==> src/rtl/mem_arbiter.sv <==
// mem_arbiter: shares one pipelined main memory between the I-cache miss
// handler and the D-cache (miss fills and write-through stores). A granted
// miss is issued as a burst of WORDS_PER_BLOCK word reads. Each returned word
// is steered into the fill port of the cache that owns the burst.
//
// Optional feature (compile-time macro):
//   MEM_ARB_CRIT_WORD_FIRST_EN - the burst starts at the missing word and
//   wraps modulo WORDS_PER_BLOCK. Without the macro, every burst starts at
//   word 0.
//
// state  | meaning
// -------+----------------------------------------------------------------
// IDLE   | no access in flight; requests arbitrated here (store > D > I)
// WRITE  | single-cycle write-through store, acknowledged the same cycle
// FILL   | burst reads being issued and/or returned words being steered
module mem_arbiter #(
    parameter int WORDS_PER_BLOCK = 8,
    parameter int MEM_LATENCY     = 4
) (
    input  logic                               clk,
    input  logic                               rst_n,
    input  logic                               icache_miss,
    input  logic [15:0]                        icache_miss_addr,
    input  logic                               dcache_miss,
    input  logic [15:0]                        dcache_miss_addr,
    input  logic                               dcache_wr_req,
    input  logic [15:0]                        dcache_wr_addr,
    input  logic [15:0]                        dcache_wr_data,
    output logic                               mem_en,
    output logic                               mem_wr,
    output logic [15:0]                        mem_addr,
    output logic [15:0]                        mem_data_out,
    input  logic                               mem_data_valid,
    input  logic [15:0]                        mem_data_in,
    output logic [15:0]                        fill_data,
    output logic [$clog2(WORDS_PER_BLOCK)-1:0] fill_word_idx,
    output logic                               icache_fill_we,
    output logic                               dcache_fill_we,
    output logic                               icache_fill_done,
    output logic                               dcache_fill_done,
    output logic                               dcache_wr_ack,
    output logic                               busy
);

    localparam int IDX_W  = $clog2(WORDS_PER_BLOCK);
    localparam int BASE_W = 16 - IDX_W - 1;
    localparam logic [IDX_W-1:0] LAST_WORD = IDX_W'(WORDS_PER_BLOCK - 1);

    // Reject parameter values the address split cannot represent.
    generate
        if (WORDS_PER_BLOCK < 2 || WORDS_PER_BLOCK > 16 ||
            (WORDS_PER_BLOCK & (WORDS_PER_BLOCK - 1)) != 0) begin : g_bad_wpb
            $error("mem_arbiter: WORDS_PER_BLOCK must be a power of two in 2..16");
        end
        if (MEM_LATENCY < 1) begin : g_bad_lat
            $error("mem_arbiter: MEM_LATENCY must be at least 1");
        end
    endgenerate

    typedef enum logic [1:0] {
        ST_IDLE  = 2'd0,
        ST_WRITE = 2'd1,
        ST_FILL  = 2'd2
    } state_t;

    state_t              state, state_nxt;
    logic                owner_d, owner_d_nxt;      // 1: D-cache owns the burst
    logic [BASE_W-1:0]   base, base_nxt;
    logic [IDX_W-1:0]    issue_cnt, issue_cnt_nxt;
    logic                issue_done, issue_done_nxt;
    logic [IDX_W-1:0]    ret_cnt, ret_cnt_nxt;
    logic [IDX_W-1:0]    issue_word;
    logic [IDX_W-1:0]    ret_word;

`ifdef MEM_ARB_CRIT_WORD_FIRST_EN
    logic [IDX_W-1:0]    start_word, start_word_nxt;

    // Burst positions are offsets from the critical word; the IDX_W-bit add
    // wraps modulo the block size, so the order is start..WPB-1, 0..start-1.
    assign issue_word = start_word + issue_cnt;
    assign ret_word   = start_word + ret_cnt;

    // Critical-word start offset, captured at grant.
    always_ff @(posedge clk or negedge rst_n) begin
        if (!rst_n) begin
            start_word <= '0;
        end else begin
            start_word <= start_word_nxt;
        end
    end

    // Start offset comes from the winning requester's address at grant.
    always_comb begin
        start_word_nxt = start_word;
        if (state == ST_IDLE && !dcache_wr_req) begin
            if (dcache_miss) begin
                start_word_nxt = dcache_miss_addr[IDX_W:1];
            end else if (icache_miss) begin
                start_word_nxt = icache_miss_addr[IDX_W:1];
            end
        end
    end
`else
    // Sequential bursts: position in the burst is the word index itself.
    assign issue_word = issue_cnt;
    assign ret_word   = ret_cnt;
`endif

    // Byte-select bit is never used, and the word offset is only used when
    // critical-word-first is compiled in.
    logic unused_addr_bits;
    assign unused_addr_bits = ^{icache_miss_addr[IDX_W:0], dcache_miss_addr[IDX_W:0]};

    // State register and burst bookkeeping.
    always_ff @(posedge clk or negedge rst_n) begin
        if (!rst_n) begin
            state      <= ST_IDLE;
            owner_d    <= 1'b0;
            base       <= '0;
            issue_cnt  <= '0;
            issue_done <= 1'b0;
            ret_cnt    <= '0;
        end else begin
            state      <= state_nxt;
            owner_d    <= owner_d_nxt;
            base       <= base_nxt;
            issue_cnt  <= issue_cnt_nxt;
            issue_done <= issue_done_nxt;
            ret_cnt    <= ret_cnt_nxt;
        end
    end

    // Next-state, counter updates and all outputs. Every output is zero
    // in IDLE, so an asynchronous reset clears them immediately.
    always_comb begin
        state_nxt        = state;
        owner_d_nxt      = owner_d;
        base_nxt         = base;
        issue_cnt_nxt    = issue_cnt;
        issue_done_nxt   = issue_done;
        ret_cnt_nxt      = ret_cnt;

        mem_en           = 1'b0;
        mem_wr           = 1'b0;
        mem_addr         = '0;
        mem_data_out     = '0;
        fill_data        = '0;
        fill_word_idx    = '0;
        icache_fill_we   = 1'b0;
        dcache_fill_we   = 1'b0;
        icache_fill_done = 1'b0;
        dcache_fill_done = 1'b0;
        dcache_wr_ack    = 1'b0;
        busy             = (state != ST_IDLE);

        case (state)
            ST_IDLE: begin
                issue_cnt_nxt  = '0;
                issue_done_nxt = 1'b0;
                ret_cnt_nxt    = '0;
                // Stores first, then the D-side miss (older instruction),
                // and the I-side miss last.
                if (dcache_wr_req) begin
                    state_nxt = ST_WRITE;
                end else if (dcache_miss) begin
                    state_nxt   = ST_FILL;
                    owner_d_nxt = 1'b1;
                    base_nxt    = dcache_miss_addr[15:IDX_W+1];
                end else if (icache_miss) begin
                    state_nxt   = ST_FILL;
                    owner_d_nxt = 1'b0;
                    base_nxt    = icache_miss_addr[15:IDX_W+1];
                end
            end

            ST_WRITE: begin
                mem_en        = 1'b1;
                mem_wr        = 1'b1;
                mem_addr      = dcache_wr_addr;
                mem_data_out  = dcache_wr_data;
                dcache_wr_ack = 1'b1;
                state_nxt     = ST_IDLE;
            end

            ST_FILL: begin
                // Issue side: one read per cycle until the whole block is out.
                if (!issue_done) begin
                    mem_en        = 1'b1;
                    mem_addr      = {base, issue_word, 1'b0};
                    issue_cnt_nxt = issue_cnt + 1'b1;
                    if (issue_cnt == LAST_WORD) begin
                        issue_done_nxt = 1'b1;
                    end
                end
                // Return side: steer each valid word to the owning cache;
                // the block-sized count of returns ends the burst.
                if (mem_data_valid) begin
                    fill_data      = mem_data_in;
                    fill_word_idx  = ret_word;
                    icache_fill_we = !owner_d;
                    dcache_fill_we = owner_d;
                    ret_cnt_nxt    = ret_cnt + 1'b1;
                    if (ret_cnt == LAST_WORD) begin
                        icache_fill_done = !owner_d;
                        dcache_fill_done = owner_d;
                        state_nxt        = ST_IDLE;
                    end
                end
            end

            default: begin
                state_nxt = ST_IDLE;
            end
        endcase
    end

endmodule
==> config.mk <==
export PLATFORM = sky130hd
export DESIGN_NAME = mem_arbiter
export DESIGN_NICKNAME = d
export VERILOG_FILES = /design/src/rtl/mem_arbiter.sv
export SDC_FILE = /design/constraint.sdc
export NUM_CORES = 1
export LEC_CHECK = 0
export ABC_AREA = 1
export CAP_MARGIN = 20
export CELL_PAD_IN_SITES_DETAIL_PLACEMENT = 0
export CELL_PAD_IN_SITES_GLOBAL_PLACEMENT = 1
export CORE_UTILIZATION = 21
export DETAILED_ROUTE_END_ITERATION = 8
export PLACE_DENSITY = 0.88
export SLEW_MARGIN = 40
export SYNTH_ARGS = -nofsm -noshare
export SYNTH_HDL_FRONTEND = slang
export SYNTH_SLANG_ARGS = --single-unit
==> constraint.sdc <==
create_clock -name clk -period 2.3 [get_ports clk]
set_input_delay 0.23 -clock clk [delete_from_list [all_inputs] [get_ports clk]]
set_output_delay 0.23 -clock clk [all_outputs]
set_load 0.005 [all_outputs]
After elaboration in Yosys (flattened, before gate mapping)
Cells that the tools add are included.

$add $sub $neg: 2. Eq/ne operators: 8. Multiplexer cells: 37. Bitwise gates (word level): 1. Reductions and logical operators: 9.

Operators by type and width (count): two-way mux 16 bit (4); case mux 16 bit (2 select lines) (1); two-way mux 12 bit (2); two-way mux 1 bit (16); two-way mux 3 bit (4); case mux 3 bit (2 select lines) (2); two-way mux 2 bit (5); adder 3 x 1 -> 3 bit, second input constant (2); equality test 3 bit, second input constant (2); != test 2 bit, second input constant (3); AND reduction 3 bit (2); nonzero test 2 bit (3); != test 4 bit, second input constant (1); case mux 1 bit (2 select lines) (2); case mux 2 bit (2 select lines) (1); AND reduction 2 bit (2); equality test 2 x 1 -> 1 bit, second input constant (1); equality test 2 bit, second input constant (1); zero test 2 bit (1); zero test 1 bit (1); NOT 1 bit (1).

Register bits: 22. Input bits: 86. Output and inout port bits: 59.

Logic depth before layout (Yosys ltp)
Depth in word-level cells: 4. Mapped depth: 9.

Worst setup path before layout
No wires, ideal clock.

Path type: register to output. Start: reg state[1]. End: out mem_addr[11]. Data arrival time: 1312 ps. Setup slack: 758 ps. Cell stages (with the launch flop): 7. Buffers on the path: 2. Cells stage by stage: dfrtp_1 > inv_1 > ha_1 > buf_4 > nand3_1 > clkbuf_2 > o21ai_0.

Cells in the longest elaborated chain, start to end: 2. Elaborated cells between the ends (all ways): 3. Those cells by class: eq/ne (2); mux (1).

RTL lines: start, declared (RTL line 66) `state_t state, state_nxt;`; start signal, assigned (RTL line 124) `state <= state_nxt;`; equality test 2 bit or equality test 2 x 1 -> 1 bit (tied branches) (RTL line 156) `case (state)`; case mux 16 bit (2 select lines) * (RTL line 156); end, declared (RTL line 31) `output logic [15:0] mem_addr,`.

Every way passes the cells marked *; elsewhere a longest branch is shown, timed or not.

Final worst setup path
Start: reg state[0]. End: out mem_addr[3].

Same word-level chain as after synthesis.

==> flow_summary.toml <==
[yosys]
synth_enable_flop_cells = 0
yosys.area.top_type = "dfrtp_1"
ys_seq_elements = 22
syn_nets = 367
yosysTopAreaCellShare_pct = 32.8
synth_commonest_cells = "nand2_1, inv_1, o21ai_0"
syn_area_per_cell_sq_um = 6.16
post-synth-top-count-cell = "nand2_1"
synth_cell_types = 17
netlist_area_sq_mm = 0.00168
netlist_instances = 273
yosysWarnings = 0
netlist_top_cells_area = "dfrtp_1, nand2_1, inv_1, o21ai_0, ha_1"
async_flop_share_pct = 100
ys.flop_type = "dfrtp_1"
ys_seq_area_share_pct = 32.8

[detailed_routing]
drc = 0
viasPerCell = 4.00
ant_nets = 0
vias = 2050
dr.first_iter.drc_count = 68
drt-wirelength-per-cell_microns = 10.5
drt_pass1_iterations = 6
drt_wl_total_microns = 5370

[die]
rows = 32
io_pins = 145
die_w_microns = 91.5
start_util_pct = 21.7
die_y_microns = 91.5
dieArea_sq_mm = 0.00836
core_area_sq_mm = 0.00773

[clock_network]
htree_levels = 1
cts_buffers = 3
clk_latency_ns = 0.26
clk_pin_slew_ns = 0.08
clockBufferDepth = 2
cts-hold-fix-buffers = 0
root_buffer = "clkbuf_8"
clock_sinks = 22
cts_tree = "yes"

[sta]
max_freq_mhz = 454
finalCritPeriodShare_pct = 95.9
period_needed_ns = 2.21
finalHoldWorstSlack_ns = 0.308
hold_viol = 0
rsz0062_at_grt = "yes"
max-slew-margin-rel_pct = 69.6
setup_viol = 0
drv_slew = 0
fin_skew_ns = 0.00332
worst_pin_slew_ns = 0.455

[placement]
place_congestion = 0.760
port_buffers = 136
dp.cells = 506
place_hpwl_microns = 4430
dpl_cell_area_sq_mm = 0.00316

[pwr]
p_leak_nw = 1.72
ir_worst_vdd_mv = 0.325
power_density_mw_per_mm2 = 738

[layout]
fin_area_sq_mm = 0.00327
area_delta_synth_final_pct = 94.3
fin_cells = 512
multi_input_area_sq_um = 837
fin_util_pct = 42.3
seqCellArea_sq_um = 551
fill_cells = 787
antenna-diode-count = 0
nets = 505
drive_above_1_share_pct = 4.63

[grt]
globalRouteTotalUtil_pct = 12.8
grt_pass1_wl_microns = 8720
gr-total-overflow = 0
grt_pass1_vias = 1878
antenna_found_initial = 0
grt_max_degree = 35

[setup_path]
path_class = "flip-flop to primary output"
slowest_delay_ns = 0.52
required_ns = 2.07
crit_chain = "inv_1 -> ha_4 -> nand3_1 -> buf_4 -> o21ai_1 -> clkdlybuf4s50_1"
crit_fanout = 16
slowest_stage = "clkdlybuf4s50_1"
endpoint_kind = "primary output"
crit_buf_inv = 3
cp_top_family = "buffers and inverters"
arrival_ns = 1.98
crit_path_start_kind = "flip-flop"

[status]
outcome = "finished, final reports clean"

[job]
maxCapViolations = 0

[hold_path]
hold_path_class = "primary input to async pin"
[layout make-up]
type                            count  share of cell area [%]
Multi-Input combinational cell    175                    25.6
Inverter                           63                    7.24
Tap cell                          102                    3.91
Timing Repair Buffer              146                    44.7
Sequential cell                    22                    16.9
Clock buffer                        4                    1.69
[power by group]
| part | internal [mW] | switching [mW] |
|---|---|---|
| clock | 0.153 | 0.130 |
| combinational | 0.792 | 0.743 |
| sequential | 0.539 | 0.0538 |
| total | 1.48 | 0.927 |
[path summary, 6_finish.rpt]
path                       slack (ns)      from  cells past startpoint      endpoint
min in group clk                 0.52  state[0]                      2      state[0]
max in group asynchronous        1.77     rst_n                      2      base[11]
min                              0.31     rst_n                      2    ret_cnt[1]
min reg2reg                      0.52  state[0]                      2      state[0]
max                              0.09  state[0]                      6   mem_addr[3]
max reg2reg                      0.76  state[0]                      6  issue_cnt[2]
[cells by family after synthesis]
family / after synthesis / share of synthesized area (%)
and+or+nand+nor: 131 / 31.5
adders and majority gates: 8 / 5.96
DFF: 22 / 32.8
AOI/OAI and AO/OA: 36 / 10.9
buffers and inverters: 76 / 18.8
[worst register-to-register path, cell delays in order (launching register included)]
cell and delay, ns:
dfrtp_1 0.40, inv_1 0.15, ha_1 0.24, buf_4 0.16, inv_1 0.05, o21ai_0 0.26
o21ai_0 0.14
[registers in the layout (all words and copies together) (netlist names)]
signal	cells
base	12
issue_cnt	3
issue_done	1
owner_d	1
ret_cnt	3
state	2
[layout by cell type, fill, tap and decap left out]
cell type | synthesis | layout
nor2_1 | 23 | 23
nor2_4 | 1 | 1
nand3_1 | 20 | 20
buf_4 | 2 | 9
dfrtp_1 | 22 | 22
nand2_4 | 0 | 1
dlygate4sd2_1 | 0 | 4
nand2_1 | 84 | 83
nor2_2 | 1 | 1
a22o_1 | 1 | 1
o21ai_1 | 2 | 6
buf_12 | 0 | 1
inv_1 | 63 | 63
o21ai_2 | 0 | 1
o21ai_0 | 33 | 28
dlymetal6s2s_1 | 0 | 6
clkdlybuf4s50_1 | 0 | 126
clkbuf_8 | 0 | 4
ha_4 | 0 | 1
ha_1 | 8 | 7
nor3_1 | 2 | 2
[metal layers]
layer	track usage, %	vias up	part of all wire [%]
met5	0	-	0
met4	4.76	0	1.7
met3	2.01	6	5.8
met2	23.6	70	49
met1	14.8	892	43
li1	-	1082	-
[repair_timing]
action / CTS / global route
setup endpoints to repair: 26 / 22
buffers inserted: 0 / 2
pin swaps: 0 / 1
gates cloned: 0 / 0
gates resized for setup: 8 / 12
[metrics by stage]
stage / power [mW] / TNS (ns) / setup WS [ns]
floorplan: 1.33 / 0 / 0.758
CTS: 2.41 / 0 / 0.00123
detailed placement: 2.10 / 0 / 0.157
finish: 2.41 / 0 / 0.0950
global placement: 2.07 / 0 / 0.205
global route: 2.65 / -0.00143 / -0.00143
Note: power is estimated with default switching activity, not from simulation.
==> RTL change: new RTL, config.mk and constraints unchanged <==
The option `MEM_ARB_CRIT_WORD_FIRST_EN` is turned on by a define.
--- a/src/rtl/mem_arbiter.sv
+++ b/src/rtl/mem_arbiter.sv
@@ -15,2 +15,4 @@
 // FILL   | burst reads being issued and/or returned words being steered
+`define MEM_ARB_CRIT_WORD_FIRST_EN
+
 module mem_arbiter #(
Check against the original RTL: not equivalent (Yosys sat finds a counterexample within 4 cycles, from zero or initial values and one cycle with rst_n low).
==> RTL change against the original RTL <==
Total power is 38% higher; sequential power increased by 31%; worst setup slack got worse by 0.016 ns; final cell count rose by 10%; area after synthesis increased by 20%; combinational power up 49%; global-route usage down 0.65 points; register-to-register slack worse by 0.15 ns; wire length increased by 14%; clock skew increased by 0.00066 ns; sequential cell count increased by 3; final area is 13% higher; worst hold slack gained 0.011 ns; highest routed layer unchanged.
==> RTL change: results (changes against the original RTL) <==
| Metric | Value |
|---|---|
| Top post-synthesis cells by area | `dfrtp_1 (31%), nand2_1 (18%), inv_1 (9.7%)` |
| Post-synth top cells | `nand2_1 (94), inv_1 (52), nor2_1 (38)` |
| Outcome | `finished clean` |
| Critical Path Fanout Max | `10 (-6)` |
| Worst reg-to-reg setup slack | `0.61 ns (-0.15 ns)` |
| Mapped cell area | `2011 µm² (+20%)` |
| LEAKAGE | `1.896 nW (+10%)` |
| Internal Power | `1.942 mW (+31%)` |
| Placed Area | `3527 µm² (+12%)` |
| Hold_ws | `0.3188 ns (+0.01105 ns)` |
| Distinct cells, synth | `24 (+7)` |
| Fraction of layout cells with a size suffix above 1 | `0.08966 (+0.04331)` |
| Via density | `3.986 (-0.45%)` |
| Clk_skew | `0.003983 ns (+0.0006604 ns)` |
| # nets final | `533 (+5.5%)` |
| Net Count, Synth | `390 (+6.3%)` |
| Number of port buffers | `142 (+4.4%)` |
| Design area | `3685 µm² (+13%)` |
| DP Worst Slack | `0.08114 ns (-0.07554 ns)` |
| Adder-Cell Fraction of Synth Area | `0.07592 (+0.01635)` |
| DRT iter0 DRCs | `71 (+4.4%)` |
| Total GRT Usage | `0.1219 (-0.006489)` |
| Fmax | `450.2 MHz (-0.74%)` |
| GP Congestion | `0.7087 (-6.7%)` |
| Synth Area in Compound Gates | `0.1549 (+0.04549)` |
[RTL change: changes by cell type in the layout (fill, tap and decap cells not counted), sizes merged, moves of 7 or more]
cell          before  now
dlymetal6s2s       6   13
inv               63   52
o21ai             35    7
nand2             84   95
a21oi              0   17
nand3             20    5
nor2              25   44
a31oi              0   15
[RTL change: worst paths after layout]
path                                    from           end
worst max-delay path                state[1]   mem_addr[4]
worst min-delay path                   rst_n      state[1]
worst max register to register      state[0]       base[6]
worst min register to register  issue_cnt[0]  issue_cnt[0]
max in group asynchronous              rst_n       base[4]
min in group clk                issue_cnt[0]  issue_cnt[0]
[RTL change: what timing repair did]
action | 4_1_cts | 5_1_grt
resized for setup | 6 | 17
endpoints found under the hold margin | 0 | 0
buffers inserted | 3 | 3
pin swaps | 1 | 1
endpoints found under the setup margin | 35 | 22
[RTL change: cell type report]
type | count | area, µm²
inverter | 53 | 202.7
sequential | 25 | 625.6
fill | 952 | 5555
tap | 129 | 161.4
timing repair buffer | 153 | 1553
multi-input combinational | 200 | 1097
clock buffer | 4 | 45.04
[RTL change: cells by family (layout without fill, tap and decap cells)]
logic type / Yosys count / count (layout)
AOI/OAI and AO/OA: 41 / 41
adders and majority gates: 11 / 11
buffers and inverters: 68 / 210
DFF: 25 / 25
and+or+nand+nor: 148 / 148
[RTL change: power groups by stage]
stage	Sequential [mW]	Combinational (mW)	Clock, mW
CTS	0.781	2.25	0.267
finish	0.778	2.29	0.260
global route	0.807	2.55	0.279
detailed placement	0.788	2.17	0
floorplan	0.749	1.23	0
global placement	0.776	2.12	0
[RTL change: per-layer routing]
| layer | vias to the layer above | part of all wire | track usage |
|---|---|---|---|
| met5 | - | 0 | 0 |
| li1 | 1172 | - | - |
| met3 | 10 | 0.048 | 0.01950 |
| met2 | 71 | 0.52 | 0.2292 |
| met4 | 0 | 0.015 | 0.03620 |
| met1 | 995 | 0.42 | 0.1410 |
[RTL change: stage by stage]
stage | power [mW] | std cells | TNS (ns)
5_1_grt | 3.641 | 564 | -0.05138
6_report | 3.327 | 564 | 0
3_5_place_dp | 2.961 | 554 | 0
2_1_floorplan | 1.977 | 293 | 0
3_3_place_gp | 2.899 | 554 | 0
4_1_cts | 3.301 | 561 | 0
